**src/rtl/kaiser_pkg.sv**
```systemverilog
// rtl/kaiser_pkg.sv - shared core definitions: condition codes and resolver FSM states
package kaiser_pkg;

  typedef enum logic [2:0] {
    COND_NV = 3'd0,
    COND_AL = 3'd1,
    COND_EQ = 3'd2,
    COND_NE = 3'd3,
    COND_LT = 3'd4,
    COND_LE = 3'd5,
    COND_GT = 3'd6,
    COND_GE = 3'd7
  } cond_e;

  typedef enum logic [1:0] {
    ST_RUN   = 2'd0,
    ST_HOLD  = 2'd1,
    ST_REDIR = 2'd2
  } dbr_state_e;

  localparam int NUM_SLOTS = 2;

endpackage

```
**src/rtl/cond_eval.sv**
```systemverilog
// rtl/cond_eval.sv - combinational branch-condition evaluator over N/V/Z flags
module cond_eval
  import kaiser_pkg::*;
(
  input  logic [2:0] cond,
  input  logic       n,
  input  logic       v,
  input  logic       z,
  output logic       taken
);

  always_comb begin
    taken = 1'b0;
    case (cond)
      COND_NV: taken = 1'b0;
      COND_AL: taken = 1'b1;
      COND_EQ: taken = z;
      COND_NE: taken = ~z;
      COND_LT: taken = n ^ v;
      COND_LE: taken = z | (n ^ v);
      COND_GT: taken = ~z & ~(n ^ v);
      COND_GE: taken = ~(n ^ v);
      default: taken = 1'b0;
    endcase
  end

endmodule

```
**src/rtl/vDFF_en.sv**
```systemverilog
// rtl/vDFF_en.sv - enabled D flip-flop bank primitive, no built-in reset
module vDFF_en #(
  parameter int W = 1
) (
  input  logic         clk,
  input  logic         en,
  input  logic [W-1:0] d,
  output logic [W-1:0] q
);

  always_ff @(posedge clk) begin
    if (en) q <= d;
  end

endmodule

```
**src/rtl/delayed_branch_resolver.sv**
```systemverilog
// rtl/delayed_branch_resolver.sv - two-slot delayed-branch resolver: S2/S3 entry pipe,
// flag-wait FSM and one-cycle redirect pulse.
module delayed_branch_resolver
  import kaiser_pkg::*;
#(
  parameter int PC_W   = 9,
  parameter int DEST_W = 16
) (
  input  logic              clk,
  input  logic              rst,
  input  logic              advance,
  input  logic [DEST_W-1:0] p0_delayed_B_1in,
  input  logic [DEST_W-1:0] p1_delayed_B_1in,
  input  logic [2:0]        p0_delayed_cond_1in,
  input  logic [2:0]        p1_delayed_cond_1in,
  input  logic              N,
  input  logic              V,
  input  logic              Z,
  input  logic              flags_valid,
  output logic              redirect_valid,
  output logic [PC_W-1:0]   redirect_PC,
  output logic              redirect_IR0_invalid,
  output logic              flush,
  output logic              stall_req
);

  // entry layout: {valid, dest, cond}
  localparam int ENT_W = 1 + DEST_W + 3;

  dbr_state_e state, next_state;
  logic [PC_W-1:0] dest_lat;

  logic [ENT_W-1:0]  cap   [NUM_SLOTS];
  logic [ENT_W-1:0]  s2_q  [NUM_SLOTS];
  logic [ENT_W-1:0]  s2_d  [NUM_SLOTS];
  logic [ENT_W-1:0]  s3_q  [NUM_SLOTS];
  logic [ENT_W-1:0]  s3_d  [NUM_SLOTS];
  logic              s2_en, s3_en;

  logic [NUM_SLOTS-1:0] s3_valid;
  logic [NUM_SLOTS-1:0] cond_hit;
  logic [DEST_W-1:0]    s3_dest [NUM_SLOTS];
  logic [2:0]           s3_cond [NUM_SLOTS];

  logic any_s3, hit0, hit1, any_taken, resolve, adv_eff, clear_all;
  logic [DEST_W-1:0] sel_dest;

  assign cap[0] = {p0_delayed_cond_1in != COND_NV, p0_delayed_B_1in, p0_delayed_cond_1in};
  assign cap[1] = {p1_delayed_cond_1in != COND_NV, p1_delayed_B_1in, p1_delayed_cond_1in};

  for (genvar gi = 0; gi < NUM_SLOTS; gi++) begin : g_slot
    vDFF_en #(.W(ENT_W)) u_s2 (.clk(clk), .en(s2_en), .d(s2_d[gi]), .q(s2_q[gi]));
    vDFF_en #(.W(ENT_W)) u_s3 (.clk(clk), .en(s3_en), .d(s3_d[gi]), .q(s3_q[gi]));

    assign s3_valid[gi] = s3_q[gi][ENT_W-1];
    assign s3_dest[gi]  = s3_q[gi][ENT_W-2:3];
    assign s3_cond[gi]  = s3_q[gi][2:0];
  end

  cond_eval u_eval_p0 (.cond(s3_cond[0]), .n(N), .v(V), .z(Z), .taken(cond_hit[0]));
  cond_eval u_eval_p1 (.cond(s3_cond[1]), .n(N), .v(V), .z(Z), .taken(cond_hit[1]));

  // p0 has priority; a taken p0 discards p1 without looking at it
  assign any_s3    = |s3_valid;
  assign hit0      = s3_valid[0] & cond_hit[0];
  assign hit1      = s3_valid[1] & cond_hit[1] & ~hit0;
  assign any_taken = hit0 | hit1;
  assign sel_dest  = hit0 ? s3_dest[0] : s3_dest[1];
  assign resolve   = ~rst & (state == ST_RUN || state == ST_HOLD) & any_s3 & flags_valid;

  always_ff @(posedge clk) begin
    if (rst) state <= ST_RUN;
    else     state <= next_state;
  end

  always_ff @(posedge clk) begin
    if (rst)                        dest_lat <= '0;
    else if (resolve && any_taken)  dest_lat <= PC_W'(sel_dest);
  end

  always_comb begin
    next_state = state;
    case (state)
      ST_RUN: begin
        if (any_s3 && !flags_valid)      next_state = ST_HOLD;
        else if (resolve && any_taken)   next_state = ST_REDIR;
      end
      ST_HOLD: begin
        if (flags_valid) next_state = any_taken ? ST_REDIR : ST_RUN;
      end
      ST_REDIR: next_state = ST_RUN;
      default:  next_state = ST_RUN;
    endcase
  end

  always_comb begin
    redirect_valid       = 1'b0;
    flush                = 1'b0;
    stall_req            = 1'b0;
    redirect_PC          = '0;
    redirect_IR0_invalid = 1'b0;
    if (!rst) begin
      case (state)
        ST_RUN:  stall_req = any_s3 & ~flags_valid;
        ST_HOLD: stall_req = ~flags_valid;
        ST_REDIR: begin
          redirect_valid       = 1'b1;
          flush                = 1'b1;
          redirect_PC          = {dest_lat[PC_W-1:1], 1'b0};
          redirect_IR0_invalid = dest_lat[0];
        end
        default: ;
      endcase
    end
  end

  // a pending S3 entry is frozen while waiting for flags, even if advance is driven
  assign adv_eff   = advance & ~stall_req;
  assign clear_all = rst | redirect_valid;
  assign s2_en     = clear_all | adv_eff;
  assign s3_en     = clear_all | adv_eff | resolve;

  always_comb begin
    for (int i = 0; i < NUM_SLOTS; i++) begin
      s2_d[i] = clear_all ? '0 : cap[i];
      s3_d[i] = (clear_all || !adv_eff) ? '0 : s2_q[i];
    end
  end

endmodule

```
**config.mk**
```make
export PLATFORM = sky130hd
export DESIGN_NAME = delayed_branch_resolver
export DESIGN_NICKNAME = d
export VERILOG_FILES = /design/src/rtl/kaiser_pkg.sv /design/src/rtl/cond_eval.sv /design/src/rtl/vDFF_en.sv /design/src/rtl/delayed_branch_resolver.sv
export SDC_FILE = /design/constraint.sdc
export NUM_CORES = 1
export LEC_CHECK = 0
export ABC_AREA = 1
export BUFFER_PORTS_ARGS = -buffer_cell sky130_fd_sc_hd__buf_2
export CORE_ASPECT_RATIO = 0.5
export CORE_MARGIN = 1.5
export CORE_UTILIZATION = 38
export CTS_CLUSTER_DIAMETER = 150
export DETAILED_ROUTE_END_ITERATION = 10
export PLACE_DENSITY_LB_ADDON = 0.2
export SLEW_MARGIN = 20
export SYNTH_ARGS = -nofsm -noshare
export SYNTH_HDL_FRONTEND = slang
export SYNTH_SLANG_ARGS = --single-unit
export TNS_END_PERCENT = 10
```
**constraint.sdc**
```tcl
create_clock -name clk -period 2.9 [get_ports clk]
set_clock_uncertainty 0.2 [all_clocks]
set_input_delay 0 -clock clk [delete_from_list [all_inputs] [get_ports clk]]
set_output_delay 0 -clock clk [all_outputs]
set_load 0.05 [all_outputs]
```
### After elaboration in Yosys (flattened, before gate mapping)

Cells that the tools add are included.

* equality and inequality tests: 18
* mux-type cells: 16
* bitwise gates (word level): 21
* reductions and logical operators: 13

Operators by type and width (number)
* $mux 9: 3
* $eq 3x3->1 const B: 8
* $pmux 1 s8: 2
* $eq 3x2->1 const B: 4
* $and 1x1->1: 9
* $mux 2: 4
* $eq 3x1->1 const B: 2
* $logic_not 3->1: 2
* $not 1->1: 6
* $reduce_bool 3->1: 2
* $mux 1: 5
* $or 1x1->1: 5
* $pmux 2 s2: 1
* $ne 3x1->1 const B: 1
* $eq 2x1->1 const B: 1
* $eq 2x2->1 const B: 1
* $logic_and 1x1->1: 2
* $logic_not 1->1: 2
* $logic_not 2->1: 1
* $logic_or 1x1->1: 2
* $ne 2x2->1 const B: 1
* $pmux 1 s2: 1
* $reduce_and 2->1: 1
* $reduce_or 2->1: 1
* $xor 1x1->1: 1

* register bits: 91
* output and inout port bits: 13
* word-level logic and storage cells: 74

### Longest topological paths before layout

Gate-level depths: netlist of run 1.

* depth after elaboration: 12
* gate-level depth with buffers: 12
* mapped depth without buffers: 12

### Hierarchy

Synthesis of run 1 repeated with hierarchy kept, for this count alone.

* cell total of the unflattened synthesis: 410
* area total of the unflattened synthesis: 4007.6 um2

By module, submodules not included
* vDFF_en: times used 4, cells each 20, area an instance 600.6 um2
* delayed_branch_resolver: times used 1, cells each 294, area an instance 1455.1 um2
* cond_eval: times used 2, cells each 18, area an instance 75.1 um2

### Worst setup path after synthesis of run 1

OpenSTA, ideal clock, no wires.

* path type: reg2reg
* from: register g_slot[0].u_s3.q[19]
* to: register g_slot[0].u_s3.q[0] (enable)
* arrival: 2.019 ns
* required time: 2.312 ns
* path slack: 0.293 ns
* stages on the path, launching flop included: 7
* path buffers: 0
* clock period less this slack: 2.607 ns
* cell sequence: edfxtp_1 nor2_1 inv_1 o2111a_1 nor2_1 inv_1 nand3b_1

* longest elaborated chain between the ends: 8

Ends and longest elaborated chain
* start: declaration: RTL line vDFF_en.sv:8 `output logic [W-1:0] q`
* start signal: assignment: RTL line vDFF_en.sv:12 `if (en) q <= d;`
* $reduce_or 2->1: RTL line delayed_branch_resolver.sv:64 `assign any_s3 = |s3_valid;`
* $and 1x1->1: RTL line delayed_branch_resolver.sv:104 `ST_RUN: stall_req = any_s3 & ~flags_valid;`
* $pmux 1 s2: RTL line delayed_branch_resolver.sv:103 `case (state)`
* $mux 1: RTL line delayed_branch_resolver.sv:102 `if (!rst) begin`
* named net stall_req: RTL line delayed_branch_resolver.sv:24 `output logic stall_req`
* $not 1->1: RTL line delayed_branch_resolver.sv:118 `assign adv_eff = advance & ~stall_req;`
* $and 1x1->1: RTL line delayed_branch_resolver.sv:118
* $or 1x1->1 (2 in series): RTL line delayed_branch_resolver.sv:121 `assign s3_en = clear_all | adv_eff | resolve;`
* named net g_slot[0].u_s3.en: RTL line vDFF_en.sv:6 `input logic en,`

The timed path passes the listed nets, and every way through them passes these cells.
A chain may end at the register's enable or synchronous reset.

### Worst setup path in the final report of run 1

* from: register g_slot[0].u_s3.q[19]
* to: register g_slot[1].u_s3.q[2] (enable)

* longest elaborated chain between the ends: 8

Ends and longest elaborated chain (RTL line)
* $reduce_or 2->1 (*): delayed_branch_resolver.sv:64
* $and 1x1->1: delayed_branch_resolver.sv:104
* $pmux 1 s2: delayed_branch_resolver.sv:103
* $mux 1: delayed_branch_resolver.sv:102
* $not 1->1: delayed_branch_resolver.sv:118
* $and 1x1->1: delayed_branch_resolver.sv:118
* $or 1x1->1: delayed_branch_resolver.sv:121
* $or 1x1->1 (*): delayed_branch_resolver.sv:121
* named net g_slot[0].u_s3.en: vDFF_en.sv:6
* end signal: assignment: vDFF_en.sv:12
* end: declaration: vDFF_en.sv:8

The timed path passes the listed nets; every way through them passes the cells marked *.

==> results.cfg, run 1 <==
[run_status]
run_status = complete, but fails checks
violations = design-rule violations

[floorplan]
fp.dieArea_um2 = 8110
start_util_pct = 39.1
die_h_um = 64.4
pin_count = 58
core_area_um2 = 7320
num_rows = 22
die_x_um = 126

[critical_path]
crit_family = simple AND/OR/NAND/NOR gates
reg2reg_setup_slack_ps = 630
ff2ff_path_depth = 7
crit_chain = nor2_1, inv_1, o2111a_1, nor2_1, inv_1, nand3b_1, buf_4
max_stage_delay_ps = 440
r2r_start = g_slot[0].u_s3.q[19]$_SDFFCE_PP0P_
cp-end-kind = flip-flop
critPathArrivalTime_ps = 2060
crit_fanout = 26
worstSetupPathType = flip-flop to flip-flop
r2r-end = g_slot[1].u_s3.q[2]$_SDFFCE_PP0P_
crit_slowest_cell = edfxtp_1
crit_buf_inv = 3
startpoint_type = flip-flop
critical_path_required_ps = 2690

[pwr]
powerDensity_nw_per_um2 = 614
leakagePower_nw = 1.81
finalPower_mw = 2.27
vdd.ir_drop.worst_v = 0.000296

[sta]
timing.setup.tns_ps = 0
timing.final.crit_share_pct = 78.2
tightestPinTransition_ps = 744
worst_hold_slack_ps = 228
setup_viol = 0
rsz0062_at_grt = no
hold_viol = 0
max_freq_ghz = 0.441
finalMaxSlewViolations = 0
period_minus_slack_ps = 2270
setup_slack_ps = 632
maxSlewHeadroom_pct = 50.0

[layout]
layout_common_cells = 80 x nor2_1, 73 x inv_1, 54 x nand2_1, 52 x edfxtp_1, 42 x buf_2
syn_to_final_growth_pct = 28.9
drive_gt1_share_pct = 17.3
seq_area_um2 = 1780
multi_input_area_um2 = 743
post-route-util_pct = 50.5
num_antenna_cells = 0
fin_nets = 433
fillCellCount = 692
mostFrequentLayoutCell = nor2_1
stdcell_area_um2 = 3690
instances_no_fill = 489

[clock_network]
ctsResizeCount = 0
htreeDepth = 3
cts_inserted_buffers = 9
root_buffer = clkbuf_16
cts.sinks = 63
cts_buffer_depth = 2
clkTransAtPathRegs_ps = 50
clk_latency_ps = 320
cts_tree = done

[placed_design]
place_ws_ps = 696
hpwlAfterDp_um = 3680
numPortBuffers = 42
dp_cells = 446
globalplace.congestion = 0.678
placed_area_um2 = 3160

[drt]
ant_nets = 0
drt_iter0_drc = 157
wl_per_cell_um = 11.0
drc_errors = 2
wl_um = 5380
vias_per_cell = 4.21
vias = 2061
dr.pass1.iters = 7

[synthesis]
synth-seq-cells = 63
synthCells = 313
synth_area_um2 = 2870
synth_warnings = 0
synth_cell_type_count = 22
syn_nets = 358
syn_area_per_cell_um2 = 9.16
synth-seq-area-share_pct = 62.2

[worst_hold_path]
hp-class = primary input to flip-flop
holdPathEnd = state[1]$_SDFFE_PP0P_
hold_start = Z
hold_path_depth = 8

[global_routing]
antenna_found_initial = 0
first_global_vias = 2076
gr-total-overflow = 0
grt_max_degree = 27
grt_pass1_wl_um = 9570
track_usage_pct = 15.0

[run]
maxCapViolations = 0
Yosys cell counts:
library cell,n,area share (%)
nand3b_1,1,0.26
clkbuf_1,3,0.39
dfxtp_1,11,7.7
o2111a_1,2,0.79
nor4_1,1,0.22
edfxtp_1,52,54
nor2_2,2,0.44
a21boi_2,1,0.39
a31oi_1,2,0.44
nand2_1,54,7.1
nand3_1,13,2.3
nand3_4,2,1.2
clkinv_1,2,0.26
buf_6,3,1.2
nand2_4,2,0.79
xor2_1,2,0.61
nor2_1,80,10
inv_1,73,9.6
o21ai_1,1,0.17
conb_1,1,0.13
buf_4,2,0.52
nand2_2,3,0.65
logic make-up (layout without fill, tap and decap cells):
kind of cell           after synthesis  count (layout)  share of synthesized area, %
AND/OR/NAND/NOR                    158             158                          23.4
buffers and inverters               83             163                          11.9
flip-flops                          63              63                          62.2
AO/OA/AOI/OAI                        6               6                          1.79
XOR/XNOR                             2               2                         0.611
other                                1               1                         0.131
how the worst max path moves through the flow:
stage | from | end | depth (start not counted)
final | g_slot[0].u_s3.q[19]$_SDFFCE_PP0P_ | g_slot[1].u_s3.q[2]$_SDFFCE_PP0P_ | 7
after global routing | g_slot[0].u_s3.q[19]$_SDFFCE_PP0P_ | g_slot[0].u_s3.q[4]$_SDFFCE_PP0P_ | 7
after global placement | g_slot[0].u_s3.q[19]$_SDFFCE_PP0P_ | g_slot[1].u_s3.q[9]$_SDFFCE_PP0P_ | 7
after CTS | g_slot[0].u_s3.q[19]$_SDFFCE_PP0P_ | g_slot[1].u_s3.q[2]$_SDFFCE_PP0P_ | 7
after detailed placement | g_slot[0].u_s3.q[19]$_SDFFCE_PP0P_ | g_slot[1].u_s3.q[8]$_SDFFCE_PP0P_ | 7
after floorplan | g_slot[0].u_s3.q[19]$_SDFFCE_PP0P_ | g_slot[0].u_s3.q[0]$_SDFFCE_PP0P_ | 6
worst reg2reg max path, stage by stage, from the launching register on:
cell and delay (ps):
edfxtp_1 440, nor2_1 180, inv_1 80, o2111a_1 250, nor2_1 260, inv_1 100
nand3b_1 90, buf_4 320
state kept, by name (all words and copies together), names as in the netlist:
name,count
state,2
g_slot.u_s2.q,26
g_slot.u_s3.q,26
dest_lat,9
repair_timing:
item,in CTS,in global routing
hold buffers,27,0
endpoints found under the hold margin,37,0
setup endpoints to repair,0,0
setup buffers,0,0
where the power goes:
group          switching, mW  total [mW]  internal, mW
registers             0.0289        1.10          1.07
clock network          0.363       0.935         0.572
logic                  0.144       0.235        0.0909
total                  0.536        2.27          1.73
cell type report:
type                       instances  share of cell area (%)
clock inverter                     6                   0.982
timing repair buffer              72                    13.6
sequential                        63                    48.2
clock buffer                      10                    6.20
multi-input combinational        167                    20.1
tap                               96                    3.25
inverter                          75                    7.62
per-layer routing:
metal | wire, um | track usage (%) | share of wire [%] | vias up
li1 | - | - | - | 1096
met1 | 2930 | 20.6 | 54 | 901
met2 | 2070 | 22.5 | 38 | 57
met3 | 326 | 5.37 | 6.1 | 7
met4 | 53 | 4.74 | 0.98 | 0
met5 | 0 | 0 | 0 | -
No activity file was read; power rests on OpenSTA's default activity.
==> inputs of run 2 (changes only) <==
clock period = 1.8 ns   (was 2.9 ns; I/O delays follow)
==> run 2 against run 1 <==
The flow finishes with violations (design-rule violations, negative setup slack). Die area is the same. Clock power grew 110%. Sequential share of layout area shrank 4.5 points. Setup slack lost 750 ps. Critical path depth is the same. Clock-buffer cell count shrank 1. Non-clock buffer count grew 13. Total power grew 85%. Register-to-register slack lost 750 ps. Final cell count grew 2.7%. Sequential cell count is the same. Largest cell class unchanged. Largest power group is now clock.
==> results.cfg, run 2 (synthesis results as in run 1) <==
[pwr]
p_int_mw = 3.28
vdd.ir_drop.worst_v = 0.000457
leakagePower_nw = 1.91
seqPwrFrac_pct = 42.2
combPwrFrac_pct = 11.0
clkPwrFrac_pct = 46.8
power_switching_mw = 0.925
powerDensity_nw_per_um2 = 1030
sw_frac_of_total_pct = 22.0

[layout]
fillCellCount = 648
layout_common_cells = 71 x inv_1, 53 x nand2_1, 52 x edfxtp_1, 50 x nor2_1, 32 x buf_2
mostFrequentLayoutCell = inv_1
instances_no_fill = 502
reg.largest.list = g_slot.u_s2.q (26), g_slot.u_s3.q (26), dest_lat (9)
fin_nets = 446
num_antenna_cells = 0
drive_gt1_share_pct = 30.3
syn_to_final_growth_pct = 42.2
post-route-util_pct = 55.7
stdcell_area_um2 = 4080

[critical_path]
critical_path_required_ps = 1640
cp-end-kind = flip-flop
crit_slowest_cell = edfxtp_1
crit_chain = nor2_2, inv_2, o2111a_2, nor2_4, inv_2, nand3b_1, buf_6
crit_buf_inv = 3
crit_top_cell = inv_2
reg2reg_setup_slack_ps = -120
crit_family = simple AND/OR/NAND/NOR gates
max_stage_delay_ps = 410
critPathArrivalTime_ps = 1760
crit_fanout = 10
worstSetupPathType = flip-flop to flip-flop
startpoint_type = flip-flop

[sta]
hold_viol = 0
timing.final.crit_share_pct = 107
max_freq_ghz = 0.520
setup_viol = 64
setup_slack_ps = -123
rsz0062_at_grt = yes
timing.setup.tns_ps = -5350
finalMaxSlewViolations = 0
period_minus_slack_ps = 1920

[worst_hold_path]
hp-class = primary input to flip-flop

[run_status]
violations = design-rule violations, negative setup slack
run_status = complete, but fails checks

[run]
maxCapViolations = 0

[placed_design]
numPortBuffers = 42
globalplace.congestion = 0.853
place_ws_ps = -112
dp_cells = 457
hpwlAfterDp_um = 3830
placed_area_um2 = 3300

[global_routing]
grt_max_degree = 27
gr-total-overflow = 0
first_global_vias = 2028
track_usage_pct = 14.8
antenna_found_initial = 0
grt_pass1_wl_um = 9150

[floorplan]
core_area_um2 = 7320
fp.dieArea_um2 = 8110
pin_count = 58
start_util_pct = 39.1
die_h_um = 64.4
die_x_um = 126
num_rows = 22

[drt]
vias_per_cell = 4.09
wl_per_cell_um = 10.8
vias = 2055
drc_errors = 6
dr.pass1.iters = 7
drt_iter0_drc = 131
ant_nets = 0
wl_um = 5420

[clock_network]
clk_latency_ps = 330
cts_tree = done
cts_inserted_buffers = 9
clkTransAtPathRegs_ps = 60
cts.sinks = 63
root_buffer = clkbuf_16
htreeDepth = 3
cts_buffer_depth = 2
run 2: cell count changes in the layout (fill, tap and decap cells not counted), moves of 9 or more:
cell	delta
nor2_1	-30
buf_4	+13
buf_2	-10
nor2_2	+27
buf_6	+9
run 2: per-layer routing:
layer / track usage, % / vias to the layer above / share of wire, %
met5: 0 / - / 0
li1: - / 1120 / -
met2: 21.5 / 50 / 40
met4: 6.47 / 0 / 1.6
met1: 20.1 / 877 / 53
met3: 5.28 / 8 / 5.0
run 2: power by group through the flow:
stage,combinational (mW),clock (mW),sequential [mW]
after floorplan,0.245,0,1.78
after global placement,0.364,0,1.79
after detailed placement,0.372,0,1.80
after CTS,0.436,1.99,1.77
after global routing,0.519,2.04,1.78
final,0.463,1.97,1.77
run 2: cell type report:
type | count | area, um^2 | share of cell area, %
clock inverters | 7 | 119 | 2.92
well taps | 96 | 120 | 2.95
flip-flops and latches | 63 | 1780 | 43.8
inverters | 75 | 287 | 7.03
clock buffers | 9 | 225 | 5.53
multi-input cells | 167 | 860 | 21.1
repair buffers | 85 | 682 | 16.7
run 2: worst min-delay path, delay by kind of cell:
family	cells	cell delay (ps)
xor+xnor	1	80
simple gates	5	440
buf+inv	2	200
run 2: timing repair:
item	CTS	global route
hold buffers	26	0
buffers inserted	0	3
hold endpoints to repair	32	0
endpoints found under the setup margin	87	118
resized for setup	30	21
run 2: worst paths after layout:
path	start	to	cells after the start
worst max-delay path	g_slot[1].u_s3.q[19]$_SDFFCE_PP0P_	g_slot[1].u_s3.q[8]$_SDFFCE_PP0P_	7
worst min-delay path	Z	state[1]$_SDFFE_PP0P_	8
worst max register to register	g_slot[1].u_s3.q[19]$_SDFFCE_PP0P_	g_slot[1].u_s3.q[8]$_SDFFCE_PP0P_	7
worst min register to register	dest_lat[0]$_SDFFE_PP0P_	dest_lat[0]$_SDFFE_PP0P_	4
run 2: metrics by stage:
step	power, mW	hold WS (ps)
floorplan	2.03	-95.5
global placement	2.16	101
detailed placement	2.17	107
CTS	4.20	234
global route	4.35	290
finish	4.20	219
==> inputs of run 3 (changes only) <==
PLACE_DENSITY_LB_ADDON = not set   (was 0.2)
clock period = 2.1 ns   (was 1.8 ns; I/O delays follow)
==> run 3 against run 2 <==
The run ends with design-rule violations left. Worst hold slack got worse by 18 ps. Setup slack improved by 250 ps. Register-to-register slack improved by 250 ps. Die area unchanged. Maximum frequency decreased by 2.5%. Total power decreased by 15%. Utilization decreased by 2.8 points. First-iteration DRC count decreased by 7.6%. Non-clock buffer count decreased by 10. Final cell count decreased by 1.8%. Critical endpoint is now g_slot[1].u_s3.q[1]$_SDFFCE_PP0P_.
==> results.cfg, run 3 (synthesis results as in run 1) <==
[run_status]
run_status = complete, but fails checks
violations = design-rule violations

[critical_path]
crit_chain = nor2_2, inv_1, o2111a_2, nor2_2, inv_1, nand3b_1, buf_4
crit_fanout = 8
cp-end-kind = flip-flop
crit_slowest_cell = edfxtp_1
max_stage_delay_ps = 410
crit_family = simple AND/OR/NAND/NOR gates
critical_path_required_ps = 1930
crit_buf_inv = 3
critPathArrivalTime_ps = 1810
worstSetupPathType = flip-flop to flip-flop
startpoint_type = flip-flop

[pwr]
powerDensity_nw_per_um2 = 918
leakagePower_nw = 1.87
vdd.ir_drop.worst_v = 0.000431

[global_routing]
grt_max_degree = 27
grt_pass1_wl_um = 9060
antenna_found_initial = 0
track_usage_pct = 14.6
gr-total-overflow = 0
first_global_vias = 1944

[layout]
reg.largest.list = g_slot.u_s2.q (26), g_slot.u_s3.q (26), dest_lat (9)
stdcell_area_um2 = 3870
drive_gt1_share_pct = 22.4
num_antenna_cells = 0
seq_area_um2 = 1780
instances_no_fill = 493
syn_to_final_growth_pct = 35.0
fin_nets = 437
multi_input_area_um2 = 779
post-route-util_pct = 52.9
mostFrequentLayoutCell = inv_1
layout_common_cells = 73 x inv_1, 68 x nor2_1, 54 x nand2_1, 52 x edfxtp_1, 42 x buf_2
fillCellCount = 656

[drt]
dr.pass1.iters = 9
ant_nets = 0
vias_per_cell = 4.15
wl_um = 5420
drt_iter0_drc = 121
wl_per_cell_um = 11.0
vias = 2047
drc_errors = 2

[sta]
finalMaxSlewViolations = 0
hold_viol = 0
period_minus_slack_ps = 1970
rsz0062_at_grt = no
max_freq_ghz = 0.507
timing.final.crit_share_pct = 93.9
setup_viol = 0
worst_hold_slack_ps = 202

[floorplan]
die_h_um = 64.4
num_rows = 22
pin_count = 58
core_area_um2 = 7320
start_util_pct = 39.1
fp.dieArea_um2 = 8110
die_x_um = 126

[clock_network]
root_buffer = clkbuf_16
cts_tree = done
htreeDepth = 3
clkTransAtPathRegs_ps = 50
clk_latency_ps = 330
cts_inserted_buffers = 9
cts.sinks = 63
cts_buffer_depth = 2

[placed_design]
globalplace.congestion = 0.685
hpwlAfterDp_um = 3690
placed_area_um2 = 3230
numPortBuffers = 42
dp_cells = 448

[run]
maxCapViolations = 0

[worst_hold_path]
hp-class = primary input to flip-flop
-- run 3: stage by stage --
step | setup TNS (ps) | setup WS, ps | power [mW]
2_1_floorplan | -16330 | -355 | 1.74
3_3_place_gp | 0 | 132 | 1.83
3_5_place_dp | 0 | 72.4 | 1.84
4_1_cts | 0 | 28.5 | 3.58
5_1_grt | 0 | 39.3 | 3.70
6_report | 0 | 127 | 3.55
-- run 3: area by class of cell --
cell class                 count  share of cell area [%]
tap                           96                    3.10
inverter                      75                    7.37
multi-input combinational    167                    20.1
timing repair buffer          75                    14.2
sequential                    63                    46.0
timing repair inverter         1                   0.194
clock inverter                 7                    3.10
clock buffer                   9                    5.82
-- run 3: worst reg2reg max path, delay by kind of cell, from the launching register on --
kind,cells,cell delay [ps]
flops,1,410
simple gates,3,460
compound gates,1,260
buf+inv,3,360
-- run 3: power by group --
group | internal [mW] | switching, mW | total (mW)
Sequential | 1.48 | 0.0427 | 1.52
Combinational | 0.140 | 0.202 | 0.342
Clock | 1.16 | 0.529 | 1.69
-- run 3: repair_timing --
action,CTS,global route
resized for setup,0,4
setup buffers,0,1
endpoints found under the hold margin,36,0
hold buffers,27,0
endpoints found under the setup margin,0,76
-- run 3: routing by layer --
metal  wire length (um)  global-route usage [%]  up-vias
li1                   -                       -     1102
met1               2840                    19.6      880
met2               2200                    21.5       53
met3                285                    5.62       12
met4                 86                    5.75        0
met5                  0                       0        -
-- run 3: final timing paths --
kind	endpoint	depth (start not counted)	start	slack (ps)
setup / recovery	g_slot[1].u_s3.q[1]$_SDFFCE_PP0P_	7	g_slot[0].u_s3.q[19]$_SDFFCE_PP0P_	130
hold / removal	dest_lat[0]$_SDFFE_PP0P_	9	V	200
setup reg to reg	g_slot[1].u_s3.q[1]$_SDFFCE_PP0P_	7	g_slot[0].u_s3.q[19]$_SDFFCE_PP0P_	130
hold reg to reg	dest_lat[5]$_SDFFE_PP0P_	4	dest_lat[5]$_SDFFE_PP0P_	340
